===== src/rtl/ctrl_pkg.sv =====
// Shared widths, state encodings, opcode/funct/ALU constants and CTRL bit map for the cs147sec05 control unit.
// Optional feature macro: CTRL_ILLEGAL_TRAP_EN (adds the HALT state used by the illegal-instruction trap).
package ctrl_pkg;

  localparam int CTRL_W  = 32;
  localparam int INSTR_W = 32;
  localparam int STATE_W = 3;
  localparam int ALU_W   = 6;

  typedef enum logic [STATE_W-1:0] {
    ST_FETCH     = 3'd0,
    ST_DECODE    = 3'd1,
    ST_EXECUTE   = 3'd2,
    ST_MEMORY    = 3'd3,
`ifdef CTRL_ILLEGAL_TRAP_EN
    ST_WRITEBACK = 3'd4,
    ST_HALT      = 3'd5
`else
    ST_WRITEBACK = 3'd4
`endif
  } state_t;

  localparam logic [5:0] OP_RTYPE = 6'h00;
  localparam logic [5:0] OP_ADDI  = 6'h08;
  localparam logic [5:0] OP_MULI  = 6'h1D;
  localparam logic [5:0] OP_ANDI  = 6'h0C;
  localparam logic [5:0] OP_ORI   = 6'h0D;
  localparam logic [5:0] OP_LUI   = 6'h0F;
  localparam logic [5:0] OP_SLTI  = 6'h0A;
  localparam logic [5:0] OP_BEQ   = 6'h04;
  localparam logic [5:0] OP_BNE   = 6'h05;
  localparam logic [5:0] OP_LW    = 6'h23;
  localparam logic [5:0] OP_SW    = 6'h2B;
  localparam logic [5:0] OP_JMP   = 6'h02;
  localparam logic [5:0] OP_JAL   = 6'h03;
  localparam logic [5:0] OP_PUSH  = 6'h1B;
  localparam logic [5:0] OP_POP   = 6'h1C;

  localparam logic [5:0] FN_ADD = 6'h20;
  localparam logic [5:0] FN_SUB = 6'h22;
  localparam logic [5:0] FN_MUL = 6'h2C;
  localparam logic [5:0] FN_AND = 6'h24;
  localparam logic [5:0] FN_OR  = 6'h25;
  localparam logic [5:0] FN_NOR = 6'h27;
  localparam logic [5:0] FN_SLT = 6'h2A;
  localparam logic [5:0] FN_SLL = 6'h01;
  localparam logic [5:0] FN_SRL = 6'h02;
  localparam logic [5:0] FN_JR  = 6'h08;

  localparam logic [ALU_W-1:0] ALU_NOP = 6'd0;
  localparam logic [ALU_W-1:0] ALU_ADD = 6'd1;
  localparam logic [ALU_W-1:0] ALU_SUB = 6'd2;
  localparam logic [ALU_W-1:0] ALU_MUL = 6'd3;
  localparam logic [ALU_W-1:0] ALU_SRL = 6'd4;
  localparam logic [ALU_W-1:0] ALU_SLL = 6'd5;
  localparam logic [ALU_W-1:0] ALU_AND = 6'd6;
  localparam logic [ALU_W-1:0] ALU_OR  = 6'd7;
  localparam logic [ALU_W-1:0] ALU_NOR = 6'd8;
  localparam logic [ALU_W-1:0] ALU_SLT = 6'd9;

  localparam int B_PC_LOAD   = 0;
  localparam int B_PC_SEL_1  = 1;
  localparam int B_PC_SEL_2  = 2;
  localparam int B_PC_SEL_3  = 3;
  localparam int B_MEM_R     = 4;
  localparam int B_MEM_W     = 5;
  localparam int B_R1_SEL_1  = 6;
  localparam int B_REG_R     = 7;
  localparam int B_REG_W     = 8;
  localparam int B_WA_SEL_1  = 9;
  localparam int B_WA_SEL_2  = 10;
  localparam int B_WA_SEL_3  = 11;
  localparam int B_WD_SEL_1  = 12;
  localparam int B_WD_SEL_2  = 13;
  localparam int B_WD_SEL_3  = 14;
  localparam int B_SP_LOAD   = 15;
  localparam int B_OP1_SEL_1 = 16;
  localparam int B_OP2_SEL_1 = 17;
  localparam int B_OP2_SEL_2 = 18;
  localparam int B_OP2_SEL_3 = 19;
  localparam int B_OP2_SEL_4 = 20;
  localparam int B_ALU_LSB   = 21;
  localparam int B_MA_SEL_1  = 27;
  localparam int B_MA_SEL_2  = 28;
  localparam int B_MD_SEL_1  = 29;
  localparam int B_IR_LOAD   = 30;

  // ALU code for an R-type funct; ALU_NOP marks jr and undefined functs.
  function automatic logic [ALU_W-1:0] rtype_alu(input logic [5:0] funct);
    logic [ALU_W-1:0] op;
    case (funct)
      FN_ADD:  op = ALU_ADD;
      FN_SUB:  op = ALU_SUB;
      FN_MUL:  op = ALU_MUL;
      FN_AND:  op = ALU_AND;
      FN_OR:   op = ALU_OR;
      FN_NOR:  op = ALU_NOR;
      FN_SLT:  op = ALU_SLT;
      FN_SLL:  op = ALU_SLL;
      FN_SRL:  op = ALU_SRL;
      default: op = ALU_NOP;
    endcase
    return op;
  endfunction

  function automatic logic is_legal(input logic [5:0] opcode, input logic [5:0] funct);
    logic ok;
    case (opcode)
      OP_RTYPE: ok = (funct == FN_JR) || (rtype_alu(funct) != ALU_NOP);
      OP_ADDI, OP_MULI, OP_ANDI, OP_ORI, OP_LUI, OP_SLTI, OP_BEQ, OP_BNE,
      OP_LW, OP_SW, OP_JMP, OP_JAL, OP_PUSH, OP_POP: ok = 1'b1;
      default: ok = 1'b0;
    endcase
    return ok;
  endfunction

endpackage


===== src/rtl/ctrl_decoder.sv =====
// Combinational mapping of (state, ir, zero_q) to the 32-bit data-path control word.
// Undefined instructions decode as no-ops that only advance the PC in WRITEBACK.
module ctrl_decoder
  import ctrl_pkg::*;
(
  input  state_t             state,
  input  logic [INSTR_W-1:0] ir,
  input  logic               zero_q,
  output logic [CTRL_W-1:0]  ctrl
);

  logic [5:0]       opcode;
  logic [5:0]       funct;
  logic             unused_ir_bits;
  logic [ALU_W-1:0] exe_alu;
  logic             use_r2, use_shamt, use_one, use_simm, use_sp;
  logic             wr_rd, wr_rt, wr_r31, wr_r0, wd_mem, wd_lui;
  logic             is_jr, is_jump, is_beq, is_bne, is_lw, is_sw, is_push, is_pop;
  logic             writes_reg;

  assign opcode         = ir[31:26];
  assign funct          = ir[5:0];
  assign unused_ir_bits = ^ir[25:6];

  always_comb begin
    exe_alu   = ALU_NOP;
    use_r2    = 1'b0;
    use_shamt = 1'b0;
    use_one   = 1'b0;
    use_simm  = 1'b0;
    use_sp    = 1'b0;
    wr_rd     = 1'b0;
    wr_rt     = 1'b0;
    wr_r31    = 1'b0;
    wr_r0     = 1'b0;
    wd_mem    = 1'b0;
    wd_lui    = 1'b0;
    is_jr     = 1'b0;
    is_jump   = 1'b0;
    is_beq    = 1'b0;
    is_bne    = 1'b0;
    is_lw     = 1'b0;
    is_sw     = 1'b0;
    is_push   = 1'b0;
    is_pop    = 1'b0;
    case (opcode)
      OP_RTYPE: begin
        exe_alu = rtype_alu(funct);
        is_jr   = (funct == FN_JR);
        if (exe_alu != ALU_NOP) begin
          wr_rd = 1'b1;
          if (funct == FN_SLL || funct == FN_SRL) use_shamt = 1'b1;
          else use_r2 = 1'b1;
        end
      end
      OP_ADDI: begin exe_alu = ALU_ADD; use_simm = 1'b1; wr_rt = 1'b1; end
      OP_MULI: begin exe_alu = ALU_MUL; use_simm = 1'b1; wr_rt = 1'b1; end
      OP_SLTI: begin exe_alu = ALU_SLT; use_simm = 1'b1; wr_rt = 1'b1; end
      OP_ANDI: begin exe_alu = ALU_AND; wr_rt = 1'b1; end
      OP_ORI:  begin exe_alu = ALU_OR;  wr_rt = 1'b1; end
      OP_LUI:  begin wr_rt = 1'b1; wd_lui = 1'b1; end
      OP_BEQ:  begin exe_alu = ALU_SUB; use_r2 = 1'b1; is_beq = 1'b1; end
      OP_BNE:  begin exe_alu = ALU_SUB; use_r2 = 1'b1; is_bne = 1'b1; end
      OP_LW:   begin exe_alu = ALU_ADD; use_simm = 1'b1; wr_rt = 1'b1; wd_mem = 1'b1; is_lw = 1'b1; end
      OP_SW:   begin exe_alu = ALU_ADD; use_simm = 1'b1; is_sw = 1'b1; end
      OP_JMP:  is_jump = 1'b1;
      OP_JAL:  begin is_jump = 1'b1; wr_r31 = 1'b1; end
      // push pre-computes SP-1 and pop computes SP+1, both via the constant-1 operand
      OP_PUSH: begin exe_alu = ALU_SUB; use_sp = 1'b1; use_one = 1'b1; is_push = 1'b1; end
      OP_POP:  begin exe_alu = ALU_ADD; use_sp = 1'b1; use_one = 1'b1; is_pop = 1'b1; wr_r0 = 1'b1; wd_mem = 1'b1; end
      default: ;
    endcase
  end

  assign writes_reg = wr_rd | wr_rt | wr_r31 | wr_r0;

  always_comb begin
    ctrl = '0;
    case (state)
      ST_FETCH: begin
        ctrl[B_MEM_R]    = 1'b1;
        ctrl[B_MA_SEL_2] = 1'b1;
        ctrl[B_IR_LOAD]  = 1'b1;
      end
      ST_DECODE: begin
        ctrl[B_REG_R]    = 1'b1;
        ctrl[B_R1_SEL_1] = !is_push;
      end
      ST_EXECUTE: begin
        ctrl[B_REG_R]                 = 1'b1;
        ctrl[B_R1_SEL_1]              = !is_push;
        ctrl[B_OP1_SEL_1]             = use_sp;
        ctrl[B_OP2_SEL_1]             = use_shamt;
        ctrl[B_OP2_SEL_2]             = use_simm;
        ctrl[B_OP2_SEL_3]             = use_shamt | use_one;
        ctrl[B_OP2_SEL_4]             = use_r2;
        ctrl[B_ALU_LSB +: ALU_W]      = exe_alu;
        ctrl[B_SP_LOAD]               = is_pop;
      end
      ST_MEMORY: begin
        ctrl[B_MEM_R]    = is_lw | is_pop;
        ctrl[B_MEM_W]    = is_sw | is_push;
        ctrl[B_MA_SEL_1] = is_push | is_pop;
        ctrl[B_MD_SEL_1] = is_push;
      end
      ST_WRITEBACK: begin
        ctrl[B_PC_LOAD]  = 1'b1;
        ctrl[B_PC_SEL_1] = !is_jr;
        ctrl[B_PC_SEL_2] = (is_beq & zero_q) | (is_bne & !zero_q);
        ctrl[B_PC_SEL_3] = !is_jump;
        ctrl[B_REG_W]    = writes_reg;
        ctrl[B_WA_SEL_1] = wr_rt;
        ctrl[B_WA_SEL_2] = wr_r31;
        ctrl[B_WA_SEL_3] = wr_rd | wr_rt;
        ctrl[B_WD_SEL_1] = wd_mem;
        ctrl[B_WD_SEL_2] = wd_lui;
        ctrl[B_WD_SEL_3] = writes_reg & !wr_r31;
        ctrl[B_SP_LOAD]  = is_push;
      end
      default: ctrl = '0;
    endcase
  end

endmodule


===== src/rtl/control_unit.sv =====
// Five-state sequencing controller for the cs147sec05 processor: FSM, ir/zero_q capture and ILLEGAL flag.
// Optional feature macro: CTRL_ILLEGAL_TRAP_EN (undefined instructions set ILLEGAL and halt until RST).
module control_unit
  import ctrl_pkg::*;
(
  input  logic                CLK,
  input  logic                RST,
  input  logic [INSTR_W-1:0]  INSTRUCTION,
  input  logic                ZERO,
  output logic [CTRL_W-1:0]   CTRL,
  output logic [STATE_W-1:0]  STATE,
  output logic                ILLEGAL
);

  state_t             state;
  state_t             state_next;
  logic [INSTR_W-1:0] ir;
  logic               zero_q;
  logic [CTRL_W-1:0]  ctrl_raw;

  always_ff @(posedge CLK) begin
    if (RST) begin
      state  <= ST_FETCH;
      ir     <= '0;
      zero_q <= 1'b0;
    end else begin
      state <= state_next;
      if (state == ST_FETCH)   ir     <= INSTRUCTION;
      if (state == ST_EXECUTE) zero_q <= ZERO;
    end
  end

  // Unused encodings fall into default and recover to FETCH.
  always_comb begin
    state_next = ST_FETCH;
    case (state)
      ST_FETCH: state_next = ST_DECODE;
`ifdef CTRL_ILLEGAL_TRAP_EN
      ST_DECODE: state_next = is_legal(ir[31:26], ir[5:0]) ? ST_EXECUTE : ST_HALT;
      ST_HALT:   state_next = ST_HALT;
`else
      ST_DECODE: state_next = ST_EXECUTE;
`endif
      ST_EXECUTE:   state_next = ST_MEMORY;
      ST_MEMORY:    state_next = ST_WRITEBACK;
      ST_WRITEBACK: state_next = ST_FETCH;
      default:      state_next = ST_FETCH;
    endcase
  end

`ifdef CTRL_ILLEGAL_TRAP_EN
  logic illegal_q;

  always_ff @(posedge CLK) begin
    if (RST) illegal_q <= 1'b0;
    else if (state == ST_DECODE && !is_legal(ir[31:26], ir[5:0])) illegal_q <= 1'b1;
  end

  assign ILLEGAL = illegal_q;
`else
  assign ILLEGAL = 1'b0;
`endif

  ctrl_decoder u_decoder (
    .state  (state),
    .ir     (ir),
    .zero_q (zero_q),
    .ctrl   (ctrl_raw)
  );

  assign CTRL  = RST ? '0 : ctrl_raw;
  assign STATE = state;

endmodule


===== config.mk =====
export PLATFORM = sky130hd
export DESIGN_NAME = control_unit
export DESIGN_NICKNAME = d
export VERILOG_FILES = /design/src/rtl/ctrl_pkg.sv /design/src/rtl/ctrl_decoder.sv /design/src/rtl/control_unit.sv
export SDC_FILE = /design/constraint.sdc
export NUM_CORES = 1
export LEC_CHECK = 0
export BUFFER_PORTS_ARGS = -buffer_cell sky130_fd_sc_hd__buf_2
export CAP_MARGIN = 5
export CORE_MARGIN = 2
export CORE_UTILIZATION = 51
export CTS_BUF_LIST = sky130_fd_sc_hd__clkbuf_2 sky130_fd_sc_hd__clkbuf_4 sky130_fd_sc_hd__clkbuf_8
export DETAILED_ROUTE_END_ITERATION = 7
export HOLD_SLACK_MARGIN = 0.02
export PLACE_DENSITY = 0.94
export SETUP_SLACK_MARGIN = 0.4
export SYNTH_ARGS = -nofsm -noshare
export SYNTH_HDL_FRONTEND = slang
export SYNTH_SLANG_ARGS = --single-unit

===== constraint.sdc =====
create_clock -name CLK -period 5.4 [get_ports CLK]
set_clock_uncertainty 0.2 [all_clocks]
set_input_delay 0.81 -clock CLK [delete_from_list [all_inputs] [get_ports CLK]]
set_output_delay 0.81 -clock CLK [all_outputs]
set_load 0.1 [all_outputs]

==> metrics <==
Async S/R FF share, synth 0; CTS buffer count 3; CTS tree done; WHS Path Cells 2; unrepaired setup endpoints after global routing no; synth unique cells 45; post-detailed-routing wire length 3360 µm; Final Hold Violating Endpoints 0; leading cell types in the layout, fill and taps excluded sky130_fd_sc_hd__buf_2 (46), sky130_fd_sc_hd__nand2_1 (35), sky130_fd_sc_hd__a21oi_1 (23); library cell contributing the largest single delay on the critical path sky130_fd_sc_hd__dfxtp_1; launching element of the worst setup path ir[28]$_SDFFE_PP0N_; Max H-tree Level 1; overall global routing resource usage 0.206; number of synthesized flops with an enable pin 0; DRC violations left 0; most common library cell in the layout ignoring fill and taps sky130_fd_sc_hd__buf_2; Die Width 56.0 µm; total buffers and inverters traversed by the critical path 1; CP max FO 13; initial antenna violation count 0; die height 56.0 µm; number of global-route vias before repair 1181; number of vias after detailed routing 1556; setup slack after placement 1.86 ns; share of cells above drive strength 1 0.261; max cap viols 0; most instantiated flip-flop cell in the synthesis netlist sky130_fd_sc_hd__dfxtp_1; floorplan row count 18; Layout Nets 271; sinks on the clock net 16; warnings from Yosys 0; Flop pwr share 0.411; number of cells on the worst reg-to-reg path 3; area of the core 2520 µm²; Syn Std Cell Area 1380 µm²; Period minus WS final 3.69 ns; cell family contributing the most delay on the critical path compound AO/OA/AOI/OAI gates; initial core utilization 0.547; CP arrival 2.68 ns; r2r startpoint STATE[0]$_SDFF_PP0_; Die ar. 3140 µm²; crit-path max cell delay 0.47 ns; switching fraction of total power 0.487; synthesized flop and latch total 16; gate count after technology mapping 206; number of gates given a new drive strength after cts 0; critical path class register to primary output; CTS Root Buffer Type sky130_fd_sc_hd__clkbuf_4; insertion delay to the later sink of the worst-skew pair 0.28 ns; final global-route overflow total 0; final number of setup-violating endpoints 0; detailed router's first-iteration violation count 76; number of I/O pins 71; Worst Path Required 4.39 ns; post-synthesis sequential area ratio 0.232; headroom to the max-slew limit 0.245; setup repair bufs after CTS 0; number of gates on the worst path with buffers counted 6; Startpoint Class register; Max IR drop VDD 0.000217 V; Fill cells 247; max frequency 271 MHz; CTS Hold Buffers Added 0; critical path endpoint CTRL[23]; Clock Path Buffers 2; internal reg-to-reg setup slack 3.48 ns; Pre-Repair DR Iteration Count 4; post-route clock period utilization 0.684; class of the tightest hold or removal check register to register; actual transition at the worst max-transition pin 1.12 ns; leakage power 0.000693 µW; setup slack of the critical path after layout 1.71 ns; total count of max-transition violations in the final report 0; total of buffers placed on input and output ports 46; terminus of the critical flop-to-flop path ir[29]$_SDFFE_PP0N_; Antenna diodes 0; clock-pin transition on the worst setup and hold timing paths 0.08 ns; routed via count divided by cell count 5.89; Placer Congestion 0.944; Final HPWL DP 2540 µm; result of the run finished, final reports clean; PwrDens 249 nW/µm²; maximum number of pins on one net before global-route repair 20; wire length of the first global-routing pass 5240 µm; detail-routed net length per standard cell 12.7 µm; share of total power in combinational logic 0.440; endpoint kind of the worst setup timing path primary output; Clock Power Share 0.149; ordered cell list for the critical path nor4_4 > nand2_2 > o41ai_4 > o2111ai_1 > a211oi_2 > buf_2; syn avg cell area 6.70 µm²; Switching Power 193 µW; Internal Power 204 µW; final setup TNS 0 ns; Area growth, synth to finish 15.8%; antenna-violating nets left 0
power by group through the flow:
stage                     Sequential (µW)  Clock [µW]  Combinational [µW]
after floorplan                       153           0                 164
after global placement                163           0                 170
after detailed placement              165           0                 174
after CTS                             162        60.8                 175
after global routing                  167        65.5                 187
final                                 163        59.2                 175
kinds of logic (layout without fill, tap and decap cells):
kind of cell    Yosys count  after routing  share of synthesized area
simple gates            108            108                      0.403
compound gates           47             47                      0.220
buf+inv                  27             52                     0.0970
flops                    16             16                      0.232
xor+xnor                  6              6                     0.0381
other cells               1              4                    0.00272
mux                       1              1                    0.00725
synthesized netlist by cell type (2+ instances only):
master / instances / share of area
sky130_fd_sc_hd__or3_1: 3 / 0.014
sky130_fd_sc_hd__o22ai_1: 2 / 0.0091
sky130_fd_sc_hd__buf_2: 5 / 0.018
sky130_fd_sc_hd__o31ai_1: 2 / 0.011
sky130_fd_sc_hd__xor2_1: 2 / 0.013
sky130_fd_sc_hd__o21ai_0: 6 / 0.022
sky130_fd_sc_hd__nor4_1: 4 / 0.018
sky130_fd_sc_hd__and2_1: 3 / 0.014
sky130_fd_sc_hd__a31oi_1: 2 / 0.0091
sky130_fd_sc_hd__nand4_1: 2 / 0.0091
sky130_fd_sc_hd__buf_4: 5 / 0.027
sky130_fd_sc_hd__nand3_1: 6 / 0.022
sky130_fd_sc_hd__nor3b_1: 2 / 0.011
sky130_fd_sc_hd__nor3_1: 9 / 0.033
sky130_fd_sc_hd__nand3b_1: 2 / 0.011
sky130_fd_sc_hd__clkbuf_1: 13 / 0.035
sky130_fd_sc_hd__a211oi_1: 3 / 0.016
sky130_fd_sc_hd__inv_1: 3 / 0.0082
sky130_fd_sc_hd__nor2_1: 20 / 0.054
sky130_fd_sc_hd__and3b_1: 2 / 0.013
sky130_fd_sc_hd__nand2_1: 35 / 0.095
sky130_fd_sc_hd__nor2b_1: 6 / 0.027
sky130_fd_sc_hd__nand2b_1: 6 / 0.027
sky130_fd_sc_hd__xnor2_1: 4 / 0.025
sky130_fd_sc_hd__a21oi_1: 24 / 0.087
sky130_fd_sc_hd__dfxtp_1: 16 / 0.23
flip-flops by register name, summed over array words and instances (netlist names):
signal,cells
zero_q,1
ir,12
STATE,3
metrics by stage:
step,util,cells,total power [µW],hold WS (ns),area [µm²]
after global placement,0.625,261,333,0.294,1580
after detailed placement,0.625,261,339,0.308,1580
after floorplan,-,209,317,0.263,1430
final,0.633,264,397,0.322,1600
after global routing,0.633,264,419,0.367,1600
after CTS,0.633,264,397,0.320,1600
layer usage:
layer,vias to the layer above,wire length (µm),track usage
li1,769,-,-
met1,711,1360,0.251
met2,68,1680,0.353
met3,8,226,0.0256
met4,0,84,0.102
met5,-,0,0
worst min path at each step:
stage | end | slack, ns | startpoint
2_1_floorplan | ir[4]$_SDFFE_PP0N_ | 0.26 | ir[4]$_SDFFE_PP0N_
3_3_place_gp | ir[4]$_SDFFE_PP0N_ | 0.29 | ir[4]$_SDFFE_PP0N_
3_5_place_dp | ir[4]$_SDFFE_PP0N_ | 0.31 | ir[4]$_SDFFE_PP0N_
4_1_cts | ir[4]$_SDFFE_PP0N_ | 0.32 | ir[4]$_SDFFE_PP0N_
5_1_grt | ir[4]$_SDFFE_PP0N_ | 0.37 | ir[4]$_SDFFE_PP0N_
6_report | ir[4]$_SDFFE_PP0N_ | 0.32 | ir[4]$_SDFFE_PP0N_
area by class of cell:
type,count,area (µm²),area share
multi-input cells,166,976,0.611
flip-flops and latches,16,320,0.200
repair buffers,46,230,0.144
well taps,30,37.5,0.0235
clock buffers,3,22.5,0.0141
inverters,3,11.3,0.00705
worst register-to-register path: stages (launching register included):
cell and delay (ns):
sky130_fd_sc_hd__dfxtp_1 0.42, sky130_fd_sc_hd__nor3_1 0.94, sky130_fd_sc_hd__nand2_1 0.14, sky130_fd_sc_hd__a21oi_1 0.15
Note: power is estimated with default switching activity, not from simulation.
